[config.mk]
export PLATFORM = sky130hd
export DESIGN_NAME = spi_controller
export DESIGN_NICKNAME = d
export VERILOG_FILES = /design/src/rtl/spi_controller.sv
export SDC_FILE = /design/constraint.sdc
export NUM_CORES = 1
export LEC_CHECK = 0
export ABC_AREA = 1
export CORE_MARGIN = 2
export CORE_UTILIZATION = 38
export CTS_CLUSTER_DIAMETER = 30
export CTS_CLUSTER_SIZE = 28
export DETAILED_ROUTE_END_ITERATION = 12
export PLACE_DENSITY_LB_ADDON = 0.05
export SLEW_MARGIN = 20
export SYNTH_ARGS = -nofsm -noshare
export SYNTH_HDL_FRONTEND = slang
export SYNTH_SLANG_ARGS = --single-unit
[constraint.sdc]
create_clock -name clk -period 1.95 [get_ports clk]
set_clock_uncertainty 0.1 [all_clocks]
set_input_delay 0.39 -clock clk [delete_from_list [all_inputs] [get_ports clk]]
set_output_delay 0.39 -clock clk [all_outputs]
set_load 0.02 [all_outputs]
[src/rtl/spi_controller.sv]
// SPI mode-0 register-access master: one command in, one cmd/addr/data frame out, one response pulse back.
// Commands are accepted only in IDLE; cmd_valid is ignored mid-frame, so a held request waits out the inter-frame gap.
module spi_controller #(
    parameter int unsigned HALF_DIV = 2
) (
    input  logic        clk,
    input  logic        rst_n,
    input  logic        cmd_valid,
    output logic        cmd_ready,
    input  logic [2:0]  cmd_op,
    input  logic [7:0]  cmd_addr,
    input  logic [31:0] cmd_wdata,
    output logic        rsp_valid,
    output logic [31:0] rsp_rdata,
    output logic        busy,
    output logic        CS_N,
    output logic        SCK,
    output logic        COPI,
    input  logic        CIPO
);

    typedef enum logic [2:0] {
        IDLE,
        SETUP,
        SHIFT,
        HOLD,
        GAP
    } state_t;

    localparam logic [7:0] H_LAST = 8'(HALF_DIV - 1);

    state_t      state_q;
    logic [7:0]  div_q;
    logic [5:0]  bit_q;
    logic [5:0]  last_bit_q;
    logic [47:0] tx_q;
    logic [31:0] rx_q;
    logic        is_rd_q;
    logic        cs_n_q;
    logic        sck_q;
    logic        copi_q;
    logic        ready_q;
    logic        busy_q;
    logic        rsp_valid_q;
    logic [31:0] rsp_rdata_q;

    logic [31:0] data_d;
    logic [47:0] frame_d;
    logic [5:0]  last_bit_d;
    logic [5:0]  bit_nxt_d;
    logic        half_done_d;
    logic        accept_d;

    // Data is left-aligned in the frame so the shifter always drains from bit 47.
    always_comb begin
        data_d     = cmd_wdata;
        last_bit_d = 6'd47;
        case (cmd_op[1:0])
            2'b00: begin
                data_d     = {cmd_wdata[7:0], 24'h0};
                last_bit_d = 6'd23;
            end
            2'b01: begin
                data_d     = {cmd_wdata[15:0], 16'h0};
                last_bit_d = 6'd31;
            end
            default: begin
                data_d     = cmd_wdata;
                last_bit_d = 6'd47;
            end
        endcase
        if (cmd_op[2]) begin
            data_d = '0;
        end
        frame_d = {5'b0, cmd_op, cmd_addr, data_d};
    end

    assign half_done_d = (div_q == H_LAST);
    assign bit_nxt_d   = bit_q + 6'd1;
    assign accept_d    = cmd_valid && ready_q;

    always_ff @(posedge clk or negedge rst_n) begin
        if (!rst_n) begin
            state_q     <= IDLE;
            div_q       <= '0;
            bit_q       <= '0;
            last_bit_q  <= '0;
            tx_q        <= '0;
            rx_q        <= '0;
            is_rd_q     <= 1'b0;
            cs_n_q      <= 1'b1;
            sck_q       <= 1'b0;
            copi_q      <= 1'b0;
            ready_q     <= 1'b0;
            busy_q      <= 1'b0;
            rsp_valid_q <= 1'b0;
            rsp_rdata_q <= '0;
        end else begin
            rsp_valid_q <= 1'b0;
            case (state_q)
                IDLE: begin
                    ready_q <= 1'b1;
                    if (accept_d) begin
                        state_q    <= SETUP;
                        ready_q    <= 1'b0;
                        busy_q     <= 1'b1;
                        cs_n_q     <= 1'b0;
                        sck_q      <= 1'b0;
                        div_q      <= '0;
                        bit_q      <= '0;
                        last_bit_q <= last_bit_d;
                        tx_q       <= frame_d;
                        copi_q     <= frame_d[47];
                        rx_q       <= '0;
                        is_rd_q    <= cmd_op[2];
                    end
                end
                SETUP: begin
                    if (half_done_d) begin
                        div_q   <= '0;
                        sck_q   <= 1'b1;
                        state_q <= SHIFT;
                    end else begin
                        div_q <= div_q + 8'd1;
                    end
                end
                SHIFT: begin
                    if (half_done_d) begin
                        div_q <= '0;
                        if (sck_q) begin
                            // The last bit's low phase is spent in HOLD.
                            sck_q <= 1'b0;
                            if (bit_q == last_bit_q) begin
                                state_q <= HOLD;
                            end else begin
                                tx_q   <= {tx_q[46:0], 1'b0};
                                copi_q <= tx_q[46];
                            end
                        end else begin
                            sck_q <= 1'b1;
                            bit_q <= bit_nxt_d;
                            if (is_rd_q && (bit_nxt_d >= 6'd16)) begin
                                rx_q <= {rx_q[30:0], CIPO};
                            end
                        end
                    end else begin
                        div_q <= div_q + 8'd1;
                    end
                end
                HOLD: begin
                    if (half_done_d) begin
                        div_q       <= '0;
                        state_q     <= GAP;
                        cs_n_q      <= 1'b1;
                        copi_q      <= 1'b0;
                        rsp_valid_q <= 1'b1;
                        rsp_rdata_q <= is_rd_q ? rx_q : 32'h0;
                    end else begin
                        div_q <= div_q + 8'd1;
                    end
                end
                GAP: begin
                    if (half_done_d) begin
                        div_q   <= '0;
                        state_q <= IDLE;
                        ready_q <= 1'b1;
                        busy_q  <= 1'b0;
                    end else begin
                        div_q <= div_q + 8'd1;
                    end
                end
                default: begin
                    state_q <= IDLE;
                end
            endcase
        end
    end

    assign cmd_ready = ready_q;
    assign busy      = busy_q;
    assign rsp_valid = rsp_valid_q;
    assign rsp_rdata = rsp_rdata_q;
    assign CS_N      = cs_n_q;
    assign SCK       = sck_q;
    assign COPI      = copi_q;

endmodule

# Word-level counts from Yosys, hierarchy flattened
# Cells that the tools add are included.
word_totals:
  output_inout_bits: 38
  regBits: 141
  word_cells: 103
op_classes:
  mux: 46
  n_reduce_logical: 23
  add_sub_neg: 2
  n_eq_ne: 17
  n_lt_le_gt_ge: 1
op_table:
  columns: ["cell", "n"]
  rows:
  - ["$mux W32", 6]
  - ["$mux W47", 4]
  - ["$pmux W32 S2", 2]
  - ["$pmux W47 S2", 1]
  - ["$pmux W6 S2", 2]
  - ["$mux W3", 7]
  - ["$ne A2 B2 Y1 const B", 10]
  - ["$mux W6", 3]
  - ["$mux W8", 2]
  - ["$pmux W8 S2", 1]
  - ["$pmux W3 S5", 1]
  - ["$mux W1", 12]
  - ["$reduce_and A5 Y1", 2]
  - ["$add A8 B1 Y8 const B", 1]
  - ["$eq A8 B1 Y1 const B", 1]
  - ["$reduce_and A2 Y1", 4]
  - ["$reduce_and A4 Y1", 2]
  - ["$reduce_bool A2 Y1", 4]
  - ["$reduce_and A7 Y1", 1]
  - ["$add A6 B1 Y6 const B", 1]
  - ["$eq A3 B2 Y1 const B", 2]
  - ["$eq A6 B6 Y1", 1]
  - ["$ge A6 B5 Y1 const B", 1]
  - ["$pmux W1 S2", 3]
  - ["other kinds (11)", 15]

# Longest topological paths before layout
depth:
  depth_word: 7
  depth_mapped: 12
  ltp_nobuf: 11

# Least setup slack after synthesis
# Ideal clock, no wire load.
synth_timing:
  path_kind: "register -> register"
  startpoint: "register div_q[1]"
  endpoint: "register rx_q[10]"
  setup_slack_ns: 0.172
  t_arrival_ns: 1.562
  n_path_buf: 1
  stages_incl_launch_ff: 13
  required_time_ns: 1.734
  period_less_slack_ns: 1.778
  setup_time_ns: 0.116
  path_cell_list: "dfrtp_1 > inv_1 > ha_1 > nand2_1 > nor2_1 > nand2_1 > nand2_1 > nand2_2 > nor2_2 > nand2_2 > buf_4 > nand2_1 > nand2_1"
synth_via:
  elab_chain_len: 3
synth_lines:
  columns: ["element", "line_no", "text"]
  rows:
  - ["from (decl)", "33", "logic [7:0] div_q;"]
  - ["from (signal assigned)", "124", "div_q <= div_q + 8'd1;"]
  - ["from (signal assigned)", "147", "div_q <= div_q + 8'd1;"]
  - ["from (signal assigned)", "159", "div_q <= div_q + 8'd1;"]
  - ["$eq A8 B1 Y1", "78", "assign half_done_d = (div_q == H_LAST);"]
  - ["$ne A2 B2 Y1 (no line)", null, null]
  - ["$reduce_and A5 Y1 (no line)", null, null]
  - ["to (signal assigned)", "143", "rx_q <= {rx_q[30:0], CIPO};"]
  - ["to (decl)", "37", "logic [31:0] rx_q;"]
# Every way passes these cells.
# A chain may end at the register's enable or synchronous reset.

# Worst setup path after layout
layout_timing:
  startpoint: "register div_q[1]"
  endpoint: "register tx_q[31]"
layout_via:
  elab_chain_len: 3
layout_lines:
  columns: ["element", "line_no", "text"]
  rows:
  - ["$eq A8 B1 Y1", "78", null]
  - ["$ne A2 B2 Y1 (no line)", null, null]
  - ["$reduce_and A5 Y1 (no line)", null, null]
  - ["to (signal assigned)", "112", "tx_q <= frame_d;"]
  - ["to (signal assigned)", "136", "tx_q <= {tx_q[46:0], 1'b0};"]
  - ["to (decl)", "36", "logic [47:0] tx_q;"]
# Every way passes these cells.

==> results_dict.tcl <==
set metrics [dict create \
    cts_buffer_depth 2 \
    synth_nets 922 \
    hold_class "primary input to async pin" \
    ant_nets 0 \
    antenna_found_initial 0 \
    place_area_um2 8110 \
    start_util 0.391 \
    cts_tree "done" \
    r2r_cells 12 \
    finalCritPeriodShare 0.993 \
    cp-start-kind "register" \
    synthMuxAreaShare 0 \
    cts_inserted_buffers 17 \
    reg2reg_slack_ns 0.01 \
    r2r_start "div_q[1]$_DFFE_PN0P_" \
    clock_sinks 139 \
    finalInstanceArea_um2 9090 \
    drv_cap 0 \
    worstPathArrival_ns 2.14 \
    area_delta_synth_final_pct 34.1 \
    numPortBuffers 84 \
    r2r_end "tx_q[31]$_DFFE_PN0P_" \
    grt_pass1_vias 5828 \
    wire_per_inst_um 15.0 \
    setup_tns_ns 0 \
    p_leak_nw 4.41 \
    drtPass1Iterations 5 \
    cts_root_buffer "clkbuf_16" \
    die_w_um 138 \
    setup_viol 0 \
    viasPerCell 5.03 \
    grt_max_degree 65 \
    synth-simple-area-share 0.312 \
    grt_pass1_wl_um 28700 \
    n_antenna_cell 0 \
    fmax_mhz 516 \
    worstSetupPathType "register to register" \
    tightestPinTransition_ns 0.528 \
    ys_ff_latch 139 \
    finalHoldViolations 0 \
    clk_latency_ns 0.42 \
    status "finished clean" \
    place_hpwl_um 11500 \
    grt_util_all_layers 0.194 \
    grt_overflow 0 \
    drc 0 \
    layout-drive-gt1-share 0.152 \
    pwr_density_cell_nw_per_um2 1470 \
    ys_warn_count 0 \
    crit_end "tx_q[31]$_DFFE_PN0P_" \
    netlist_area_um2 6780 \
    boundaryPins 85 \
    die_y_um 138 \
    avgSynthCellArea_um2 7.78 \
    crit_path_max_fanout 6 \
    synth_xor_area_frac 0.00904 \
    synth.distinct_cells 30 \
    dieArea_um2 18900 \
    drt_iter0_drc 487 \
    synthCells 872 \
    vias 6099 \
    ir_worst_vdd_mv 0.797 \
    maxSlewViolCount 0 \
    synthAdderAreaFrac 0.00554 \
    synth-compound-area-share 0.0899 \
    htreeDepth 4 \
    end_kind "register" \
    crit_start "div_q[1]$_DFFE_PN0P_" \
    nNetsFinal 1026 \
    postLayoutCoreUtil 0.524 \
    synth_top_family_by_area "simple AND/OR/NAND/NOR gates" \
    required_ns 2.16 \
    fin_crit_ns 1.94 \
    gp_congestion 0.862 \
    yosysSeqAreaShare 0.513 \
    wl_um 18100 \
    rows 48 \
    rsz0062_at_grt "yes" \
    clkTransAtPathRegs_ns 0.06 \
    slew_headroom 0.647 \
    coreArea_um2 17400 \
]
## report_power, final
group	switching (mW)	internal [mW]
combinational	3.73	2.49
clock	1.26	1.94
sequential	0.461	3.49
## cell type report
class | instances | area [um2]
Clock buffer | 20 | 457
Timing Repair Buffer | 131 | 1460
Tap cell | 225 | 282
Multi-Input combinational cell | 622 | 3040
Fill cell | 1640 | 8270
Sequential cell | 139 | 3480
Inverter | 65 | 249
Clock inverter | 11 | 121
## synthesized netlist by cell type
cell / count / area share
a21oi_1: 3 / 0.0022
a22oi_1: 16 / 0.018
a31oi_1: 1 / 0.00092
buf_2: 25 / 0.018
buf_4: 6 / 0.0066
clkbuf_1: 16 / 0.0089
dfrtp_1: 138 / 0.51
dfstp_2: 1 / 0.0039
ha_1: 3 / 0.0055
inv_1: 57 / 0.032
inv_2: 8 / 0.0044
nand2_1: 355 / 0.20
nand2_2: 3 / 0.0028
nand2_4: 1 / 0.0017
nand3_1: 82 / 0.061
nand3b_1: 1 / 0.0011
nand4_1: 7 / 0.0065
nand4_4: 1 / 0.0031
nor2_1: 57 / 0.032
nor2_2: 5 / 0.0046
nor2_4: 2 / 0.0033
nor3_1: 1 / 0.00074
o21a_1: 1 / 0.0011
o21ai_0: 16 / 0.012
o21ai_1: 24 / 0.018
o22ai_1: 3 / 0.0028
o31ai_1: 31 / 0.034
o32ai_1: 1 / 0.0013
xnor2_1: 2 / 0.0026
xor2_1: 5 / 0.0065
## state kept, by name (all words and copies together), names as in the netlist, 3 cells and up
name        flops
tx_q           47
bit_q           6
rx_q           32
state_q         3
rsp_rdata      32
last_bit_q      4
div_q           8
## cells by family after synthesis
group | Yosys count
simple gates | 515
flops | 139
buf+inv | 112
compound gates | 96
xor+xnor | 7
fa+ha+maj | 3
## how the worst min path moves through the flow
| stage | to | cells past startpoint | slack, ns | from |
|---|---|---|---|---|
| finish | div_q[5]$_DFFE_PN0P_ | 2 | 0.36 | rst_n |
| global route | last_bit_q[2]$_DFFE_PN0P_ | 2 | 0.39 | rst_n |
| CTS | last_bit_q[3]$_DFFE_PN0P_ | 2 | 0.36 | rst_n |
| detailed placement | div_q[5]$_DFFE_PN0P_ | 1 | 0.25 | rst_n |
| global placement | div_q[7]$_DFFE_PN0P_ | 1 | 0.24 | rst_n |
| floorplan | COPI$_DFFE_PN0P_ | 0 | -0.006 | rst_n |
## layer usage
layer,GRT usage,vias to the layer above,share of wire
met5,0,-,0
met4,0.0578,0,0.013
met3,0.0460,18,0.043
met2,0.299,141,0.46
met1,0.272,2934,0.49
li1,-,3006,-
## stage by stage
| stage | total power, mW | std cells | hold WS (ns) | setup slack [ns] |
|---|---|---|---|---|
| 3_5_place_dp | 8.93 | 1172 | 0.247 | -0.0368 |
| 4_1_cts | 12.2 | 1204 | 0.363 | 0.0135 |
| 2_1_floorplan | 7.01 | 872 | -0.00559 | 0.172 |
| 5_1_grt | 14.2 | 1213 | 0.390 | -0.0734 |
| 6_report | 13.4 | 1213 | 0.359 | 0.0138 |
| 3_3_place_gp | 8.84 | 1172 | 0.245 | -0.0248 |
## layout by cell type, fill, tap and decap left out, types with 3 or more instances in the layout
| cell | Yosys | layout |
|---|---|---|
| a22oi_1 | 16 | 16 |
| inv_2 | 8 | 9 |
| dfrtp_1 | 138 | 134 |
| o21ai_1 | 24 | 16 |
| buf_4 | 6 | 25 |
| nor2_4 | 2 | 4 |
| nand4_1 | 7 | 7 |
| nand3_1 | 82 | 81 |
| dlymetal6s2s_1 | 0 | 3 |
| o21ai_0 | 16 | 16 |
| clkinvlp_4 | 0 | 5 |
| inv_1 | 57 | 55 |
| nor2_1 | 57 | 52 |
| nand2_1 | 355 | 327 |
| nand2_4 | 1 | 11 |
| clkbuf_16 | 0 | 22 |
| buf_12 | 0 | 12 |
| o22ai_1 | 3 | 3 |
| xor2_1 | 5 | 5 |
| clkdlybuf4s50_1 | 0 | 78 |
| nor2_2 | 5 | 8 |
| nand2_2 | 3 | 21 |
| buf_6 | 0 | 5 |
| dfrtp_2 | 0 | 4 |
| o31ai_1 | 31 | 31 |
| clkinv_2 | 0 | 3 |
| o21ai_2 | 0 | 8 |
## critical path: stages, from the launching register on
cell	delay [ns]
dfrtp_1	0.38
inv_2	0.08
ha_4	0.13
nand2_2	0.04
nor2_2	0.10
nand2_2	0.10
nand2_2	0.10
nand2_4	0.06
nor2_4	0.27
nand2_4	0.16
clkbuf_16	0.20
nand2_2	0.05
o21ai_1	0.05
## timing repair
action	CTS	global route
endpoints found under the hold margin	35	0
pin swaps	0	7
hold buffers	1	0
resized for setup	2	73
buffers inserted	0	2
setup endpoints to repair	2	103
cloned	0	7
Power figures use the tool's default switching activity.
